`config.mk`:
```
export PLATFORM = sky130hd
export DESIGN_NAME = dsp_io_bridge_flat
export DESIGN_NICKNAME = d
export VERILOG_FILES = /design/src/rtl/dsp_io_bridge_if.sv /design/src/rtl/dsp_io_bridge.sv /design/src/flat_wrapper.sv
export SDC_FILE = /design/constraint.sdc
export NUM_CORES = 1
export LEC_CHECK = 0
export CAP_MARGIN = 20
export CORE_ASPECT_RATIO = 1.25
export CORE_MARGIN = 10
export CORE_UTILIZATION = 46
export DETAILED_ROUTE_END_ITERATION = 10
export GPL_TIMING_DRIVEN = 0
export PLACE_DENSITY = 0.83
export SYNTH_ARGS = -nofsm -noshare
export SYNTH_HDL_FRONTEND = slang
export SYNTH_SLANG_ARGS = --single-unit
```
`constraint.sdc`:
```
create_clock -name clk -period 3 [get_ports clk]
set_clock_uncertainty 0.2 [all_clocks]
set_input_delay 0.6 -clock clk [delete_from_list [all_inputs] [get_ports clk]]
set_output_delay 0.6 -clock clk [all_outputs]
set_load 0.05 [all_outputs]
```
`src/rtl/dsp_io_bridge_if.sv`:
```
// rtl/dsp_io_bridge_if.sv - DSP port-I/O and shared-RAM signal bundle for dsp_io_bridge
//
// Purpose: groups the DSP IN/OUT port signals, the shared-RAM request
// channel and the host/DSP flag signals into one interface.
// Modports:
//   slave  - the bridge itself (consumes DSP strobes and RAM acks)
//   master - the environment (DSP core, host arbiter, shared RAM)
// Signals:
//   port_a[2:0]   DSP port address         port_di[15:0] DSP OUT data
//   portw         DSP OUT strobe           portr         DSP IN strobe
//   port_do[15:0] data returned on IN      dsp_hold      DSP stall
//   mem_a[11:0]   RAM word address         mem_do[15:0]  RAM write data
//   mem_di[15:0]  RAM read data            mem_we        write qualifier
//   mem_req       RAM request              mem_ack       RAM grant/completion
//   host_bio      host-to-DSP flag         dsp_flag      DSP-to-host flag
//   ovr_err       sticky strobe-while-busy / dual-strobe flag

interface dsp_io_bridge_if;
  logic [2:0]  port_a;
  logic [15:0] port_di;
  logic        portw;
  logic        portr;
  logic [15:0] port_do;
  logic        dsp_hold;
  logic [11:0] mem_a;
  logic [15:0] mem_do;
  logic [15:0] mem_di;
  logic        mem_we;
  logic        mem_req;
  logic        mem_ack;
  logic        host_bio;
  logic        dsp_flag;
  logic        ovr_err;

  modport slave (
    input  port_a, port_di, portw, portr, mem_di, mem_ack, host_bio,
    output port_do, dsp_hold, mem_a, mem_do, mem_we, mem_req, dsp_flag, ovr_err
  );

  modport master (
    output port_a, port_di, portw, portr, mem_di, mem_ack, host_bio,
    input  port_do, dsp_hold, mem_a, mem_do, mem_we, mem_req, dsp_flag, ovr_err
  );
endinterface

```
`src/rtl/dsp_io_bridge.sv`:
```
// rtl/dsp_io_bridge.sv - DSP IN/OUT port decoder bridging to a shared RAM and host flags
//
// Purpose: decodes the DSP port map (0 address register, 1 shared-RAM data,
// 2 status, 3 flag control, 4-7 unmapped). Port 1 accesses become a
// request/acknowledge transaction to the host-arbitrated RAM with the DSP
// held stalled until the access completes; the address register then
// post-increments modulo 4096.
// Ports:
//   clk  - system clock, all state updates on its rising edge
//   rst  - synchronous active-high reset
//   bus  - dsp_io_bridge_if.slave (see interface file for signal list)

module dsp_io_bridge (
  input  logic           clk,
  input  logic           rst,
  dsp_io_bridge_if.slave bus
);

  typedef enum logic [1:0] {
    IDLE = 2'd0,
    RD   = 2'd1,
    WR   = 2'd2
  } state_t;

  state_t      state;
  state_t      state_nxt;

  logic [11:0] addr;
  logic [15:0] port_do_q;
  logic [15:0] mem_do_q;
  logic        dsp_flag_q;
  logic        ovr_err_q;

  logic        busy;
  logic        mem_sel;
  logic        acc_w;
  logic        acc_r;
  logic        strobe;
  logic [15:0] rd_data;

  assign busy    = (state != IDLE);
  assign mem_sel = (bus.port_a == 3'd1);
  assign strobe  = bus.portr | bus.portw;

  // Strobes are only accepted while idle; a simultaneous IN/OUT pair is
  // treated as an OUT only.
  assign acc_w = bus.portw & ~busy;
  assign acc_r = bus.portr & ~bus.portw & ~busy;

  // State register
  always_ff @(posedge clk) begin
    if (rst) begin
      state <= IDLE;
    end else begin
      state <= state_nxt;
    end
  end

  // Next-state logic
  always_comb begin
    state_nxt = state;
    case (state)
      IDLE: begin
        if (acc_w && mem_sel) begin
          state_nxt = WR;
        end else if (acc_r && mem_sel) begin
          state_nxt = RD;
        end
      end
      RD, WR: begin
        if (bus.mem_ack) begin
          state_nxt = IDLE;
        end
      end
      default: state_nxt = IDLE;
    endcase
  end

  // FSM outputs; hold also covers the strobe cycle itself so the DSP
  // never advances past a port-1 access before the RAM completes it.
  always_comb begin
    bus.mem_req  = 1'b0;
    bus.mem_we   = 1'b0;
    case (state)
      RD: bus.mem_req = 1'b1;
      WR: begin
        bus.mem_req = 1'b1;
        bus.mem_we  = 1'b1;
      end
      default: ;
    endcase
    bus.dsp_hold = (strobe & mem_sel) | busy;
  end

  // Read mux for the non-memory ports
  always_comb begin
    rd_data = 16'h0000;
    case (bus.port_a)
      3'd0:    rd_data = {4'b0000, addr};
      3'd2:    rd_data = {14'b0, bus.host_bio, busy};
      3'd3:    rd_data = {15'b0, dsp_flag_q};
      default: rd_data = 16'h0000;
    endcase
  end

  // Datapath registers. Port accesses only happen in IDLE and acks only
  // count outside IDLE, so the two update groups never collide.
  always_ff @(posedge clk) begin
    if (rst) begin
      addr       <= 12'h000;
      port_do_q  <= 16'h0000;
      mem_do_q   <= 16'h0000;
      dsp_flag_q <= 1'b0;
      ovr_err_q  <= 1'b0;
    end else begin
      if (strobe && (busy || (bus.portr && bus.portw))) begin
        ovr_err_q <= 1'b1;
      end
      if (acc_w) begin
        case (bus.port_a)
          3'd0:    addr       <= bus.port_di[11:0];
          3'd1:    mem_do_q   <= bus.port_di;
          3'd3:    dsp_flag_q <= bus.port_di[0];
          default: ;
        endcase
      end
      if (acc_r && !mem_sel) begin
        port_do_q <= rd_data;
      end
      if (busy && bus.mem_ack) begin
        addr <= addr + 12'd1;
        if (state == RD) begin
          port_do_q <= bus.mem_di;
        end
      end
    end
  end

  assign bus.port_do  = port_do_q;
  assign bus.mem_a    = addr;
  assign bus.mem_do   = mem_do_q;
  assign bus.dsp_flag = dsp_flag_q;
  assign bus.ovr_err  = ovr_err_q;

endmodule

```
`src/flat_wrapper.sv`:
```
// flat-port wrapper written by rule: the top's interface ports become plain ports
module dsp_io_bridge_flat 
  (clk, rst, bus_port_a, bus_port_di, bus_portw, bus_portr, bus_mem_di, bus_mem_ack, bus_host_bio, bus_port_do, bus_dsp_hold, bus_mem_a, bus_mem_do, bus_mem_we, bus_mem_req, bus_dsp_flag, bus_ovr_err);
  dsp_io_bridge_if bus_i ();
  input  logic clk;
  input  logic rst;
  input wire logic [$bits(bus_i.port_a)-1:0] bus_port_a;
  input wire logic [$bits(bus_i.port_di)-1:0] bus_port_di;
  input wire logic [$bits(bus_i.portw)-1:0] bus_portw;
  input wire logic [$bits(bus_i.portr)-1:0] bus_portr;
  input wire logic [$bits(bus_i.mem_di)-1:0] bus_mem_di;
  input wire logic [$bits(bus_i.mem_ack)-1:0] bus_mem_ack;
  input wire logic [$bits(bus_i.host_bio)-1:0] bus_host_bio;
  output wire logic [$bits(bus_i.port_do)-1:0] bus_port_do;
  output wire logic [$bits(bus_i.dsp_hold)-1:0] bus_dsp_hold;
  output wire logic [$bits(bus_i.mem_a)-1:0] bus_mem_a;
  output wire logic [$bits(bus_i.mem_do)-1:0] bus_mem_do;
  output wire logic [$bits(bus_i.mem_we)-1:0] bus_mem_we;
  output wire logic [$bits(bus_i.mem_req)-1:0] bus_mem_req;
  output wire logic [$bits(bus_i.dsp_flag)-1:0] bus_dsp_flag;
  output wire logic [$bits(bus_i.ovr_err)-1:0] bus_ovr_err;
  assign bus_i.port_a = bus_port_a;
  assign bus_i.port_di = bus_port_di;
  assign bus_i.portw = bus_portw;
  assign bus_i.portr = bus_portr;
  assign bus_i.mem_di = bus_mem_di;
  assign bus_i.mem_ack = bus_mem_ack;
  assign bus_i.host_bio = bus_host_bio;
  assign bus_port_do = bus_i.port_do;
  assign bus_dsp_hold = bus_i.dsp_hold;
  assign bus_mem_a = bus_i.mem_a;
  assign bus_mem_do = bus_i.mem_do;
  assign bus_mem_we = bus_i.mem_we;
  assign bus_mem_req = bus_i.mem_req;
  assign bus_dsp_flag = bus_i.dsp_flag;
  assign bus_ovr_err = bus_i.ovr_err;
  dsp_io_bridge u_core (.clk(clk), .rst(rst), .bus(bus_i));
endmodule
```
==> run metrics <==
CTS Buf Count=5; Data required, critical path=~2.2 ns; Die Height=97.9 um; Clock Path Buffers=2; Hold Path Depth=2; number of synthesis warnings=0; clk_lat worst skew=roughly 0.31 ns; Syn Std Cell Area=2230 um^2; most frequent cells in the layout=clkdlybuf4s50_1 (85), dfxtp_1 (48), nand2_1 (46), a21oi_1 (35), nor2_1 (19); CP Launch Point=bus_port_a[2]; final hold violation count=0; CTS Root Cell=clkbuf_8; Synth Instances=266; reg2reg end=u_core.bus.port_do[7]; Synthesized Nets=311; wire per inst=16.8 um; Fmax=between 0.3 and 0.4 GHz; Num Clock Sinks=48; CP cell instances=clkdlybuf4s50_1 > or3b_4 > o21a_1 > inv_1 > clkdlybuf4s15_2; Worst setup EP type=primary output; WHS Endpoint=u_core.bus.mem_do[13]; drt drc=0; drt via density=5.43; Reg clk slew, reported paths=around 0.1 ns; GRT met2 Usage=about 28%; worst r2r src=u_core.state[0]; gr busiest metal=met2; CP Class=input port to primary output; Critical Path AT=2.16 ns; count of different cell masters after synthesis=44; core area=4730 um^2; max-cap violations=0; fraction of layout cells with a size suffix above 1=roughly 8.6%; starting density of the core=47.2%; crit path max fanout=3; Slew HR=55.7%; CP max stage delay=0.45 ns; Iteration-0 DRC Markers=between 100 and 150; final worst slack=0.0372 ns; port buffer count=86; largest net degree at the start of global routing=17; Compound-Gate Fraction of Synth Area=20.1%; FFs w/ async S/R, synth=0%; sequential-to-total area share from yosys stat=43.0%; Final min period=2.96 ns; RSZ-0062 raised after global routing=no; Syn Area/Cell=~8.4 um^2; Finished Layout Cells=420; Routed WL=7070 um; Synth Area in XOR/XNOR=0%; most common cell after layout, fill and taps aside=clkdlybuf4s50_1; number of antenna violations at the first check in global routing=0; Slowest cell on crit path=clkdlybuf4s50_1; met3 GRT Util=4.13%; status=finished, final reports clean; Worst Reg-to-Reg Cells=9; Final GP Congestion=0.881; grt ovf=0; ANT cells=0; Post-synth EDFFs=0; Final setup violation count=0; final antenna-violating net count=0; Setup WS pre-CTS=-0.381 ns; DR pass1 iterations=4; detailed-route via count=2281; placed cell areas=3170 um^2; r2r setup slk=between 0.8 and 0.9 ns; Hold-fix buffers, CTS=0; post-synthesis simple-gate area fraction=27.4%; fill cell count=410; worst hold start=u_core.bus.mem_do[13]; met1 Use GR=20.7%; P_leak=1.13 nW; first-pass GRT wire length=11100 um; Yosys reg bits=48; Syn-to-layout area delta=46.0%; Inst Count DP=412; Worst VDD drop=around 0.37 mV; Pwr per Cell Area=434 nW/um^2; Synth Area in Adders=roughly 2.2%; portion of netlist area occupied by mux cells=less than 1%; row cnt=28; ys flop type=dfxtp_1; Worst Tran Pin Value=0.661 ns; Top delay family on crit path=buffers and inverters; worst min path class=register to register; die area=8060 um^2; NumNets Final=around 400; CP Launch Type=input port; total global-route track usage=17.2%; vias in the first global route=around 2200; Final Cell Area=3260 um^2; # IOs=90; combinational family with the most area after synthesis=simple AND/OR/NAND/NOR gates; Worst Path Buf+Inv=3; Slew Limit Fails=0; TritonCTS clock tree=built; period utilisation layout=98.8%; die width=82.3 um; H-tree levels=2; Pwr Total=1.41 mW; Post-DP HPWL=between 5000 and 6000 um
-- cells by family after synthesis --
group,count (synthesis)
DFF,48
muxes,2
AOI/OAI and AO/OA,69
buffers and inverters,25
adders and majority gates,4
and+or+nand+nor,118
-- registers in the layout (all words and copies together) (netlist names) --
register	count
u_core.bus.mem_do	16
u_core.bus.port_do	16
u_core.bus.mem_a	12
u_core.state	2
u_core.bus.dsp_flag	1
u_core.bus.ovr_err	1
-- worst max-delay path by stage --
stage | to | depth (start not counted)
floorplan | bus_dsp_hold | 4
global placement | bus_dsp_hold | 5
detailed placement | bus_dsp_hold | 5
CTS | bus_dsp_hold | 5
global route | bus_dsp_hold | 5
finish | bus_dsp_hold | 5
-- stage by stage --
step                TNS [ns]  util, %  hold slack [ns]
floorplan                  0        -            0.267
global placement      -0.384     67.0            0.242
detailed placement    -0.381     67.0            0.250
CTS                        0     68.9            0.261
global route               0     68.9            0.283
finish                     0     68.9            0.258
-- cell usage after synthesis, drive strengths merged (2+ instances only) --
master	number	area (um^2)
a221oi	10	93.8
or3	3	18.8
and3b	2	17.5
and2	3	18.8
ha	4	50.1
a211oi	2	20.0
a21oi	35	175
nand4	4	40.0
mux2i	2	20.0
nor2b	2	12.5
nor3	14	75.1
nor2	19	71.3
a31oi	5	31.3
buf	12	92.6
o211ai	4	30.0
o21ai	5	25.0
nand3	14	70.1
clkbuf	8	30.0
and4	3	26.3
inv	5	18.8
nand2	46	173
dfxtp	48	961
a2bb2oi	2	17.5
-- metal layers --
metal / vias up / wire length [um]
met4: 0 / 165
met1: 1052 / 2820
li1: 1144 / -
met5: - / 0
met3: 13 / 585
met2: 72 / 3500
-- worst reg2reg max path, delay by kind of cell (launching register included) --
| kind | cells | cell delay [ns] |
|---|---|---|
| adder cells (fa/ha/maj) | 1 | 0.20 |
| buffers and inverters | 4 | 0.71 |
| flip-flops | 1 | 0.37 |
| AND/OR/NAND/NOR | 4 | 0.55 |
-- what timing repair did --
action | 4_1_cts | 5_1_grt
setup buffers | 0 | 0
resized for setup | 3 | 0
endpoints found under the setup margin | 1 | 0
-- final cells by class --
class | count | area, um^2 | area share, %
buffer | 20 | 123 | 3.76
clock buffer | 5 | 68.8 | 2.11
clock inverter | 3 | 21.3 | 0.652
inverter | 5 | 18.8 | 0.576
multi-input combinational | 193 | 1130 | 34.7
sequential | 48 | 961 | 29.5
tap | 60 | 75.1 | 2.30
timing repair buffer | 86 | 862 | 26.4
-- power by group --
group	switching (mW)	internal, mW
logic	0.193	0.137
registers	0.0189	0.658
clock network	0.241	0.166
total	0.453	0.961
Power figures use the tool's default switching activity.
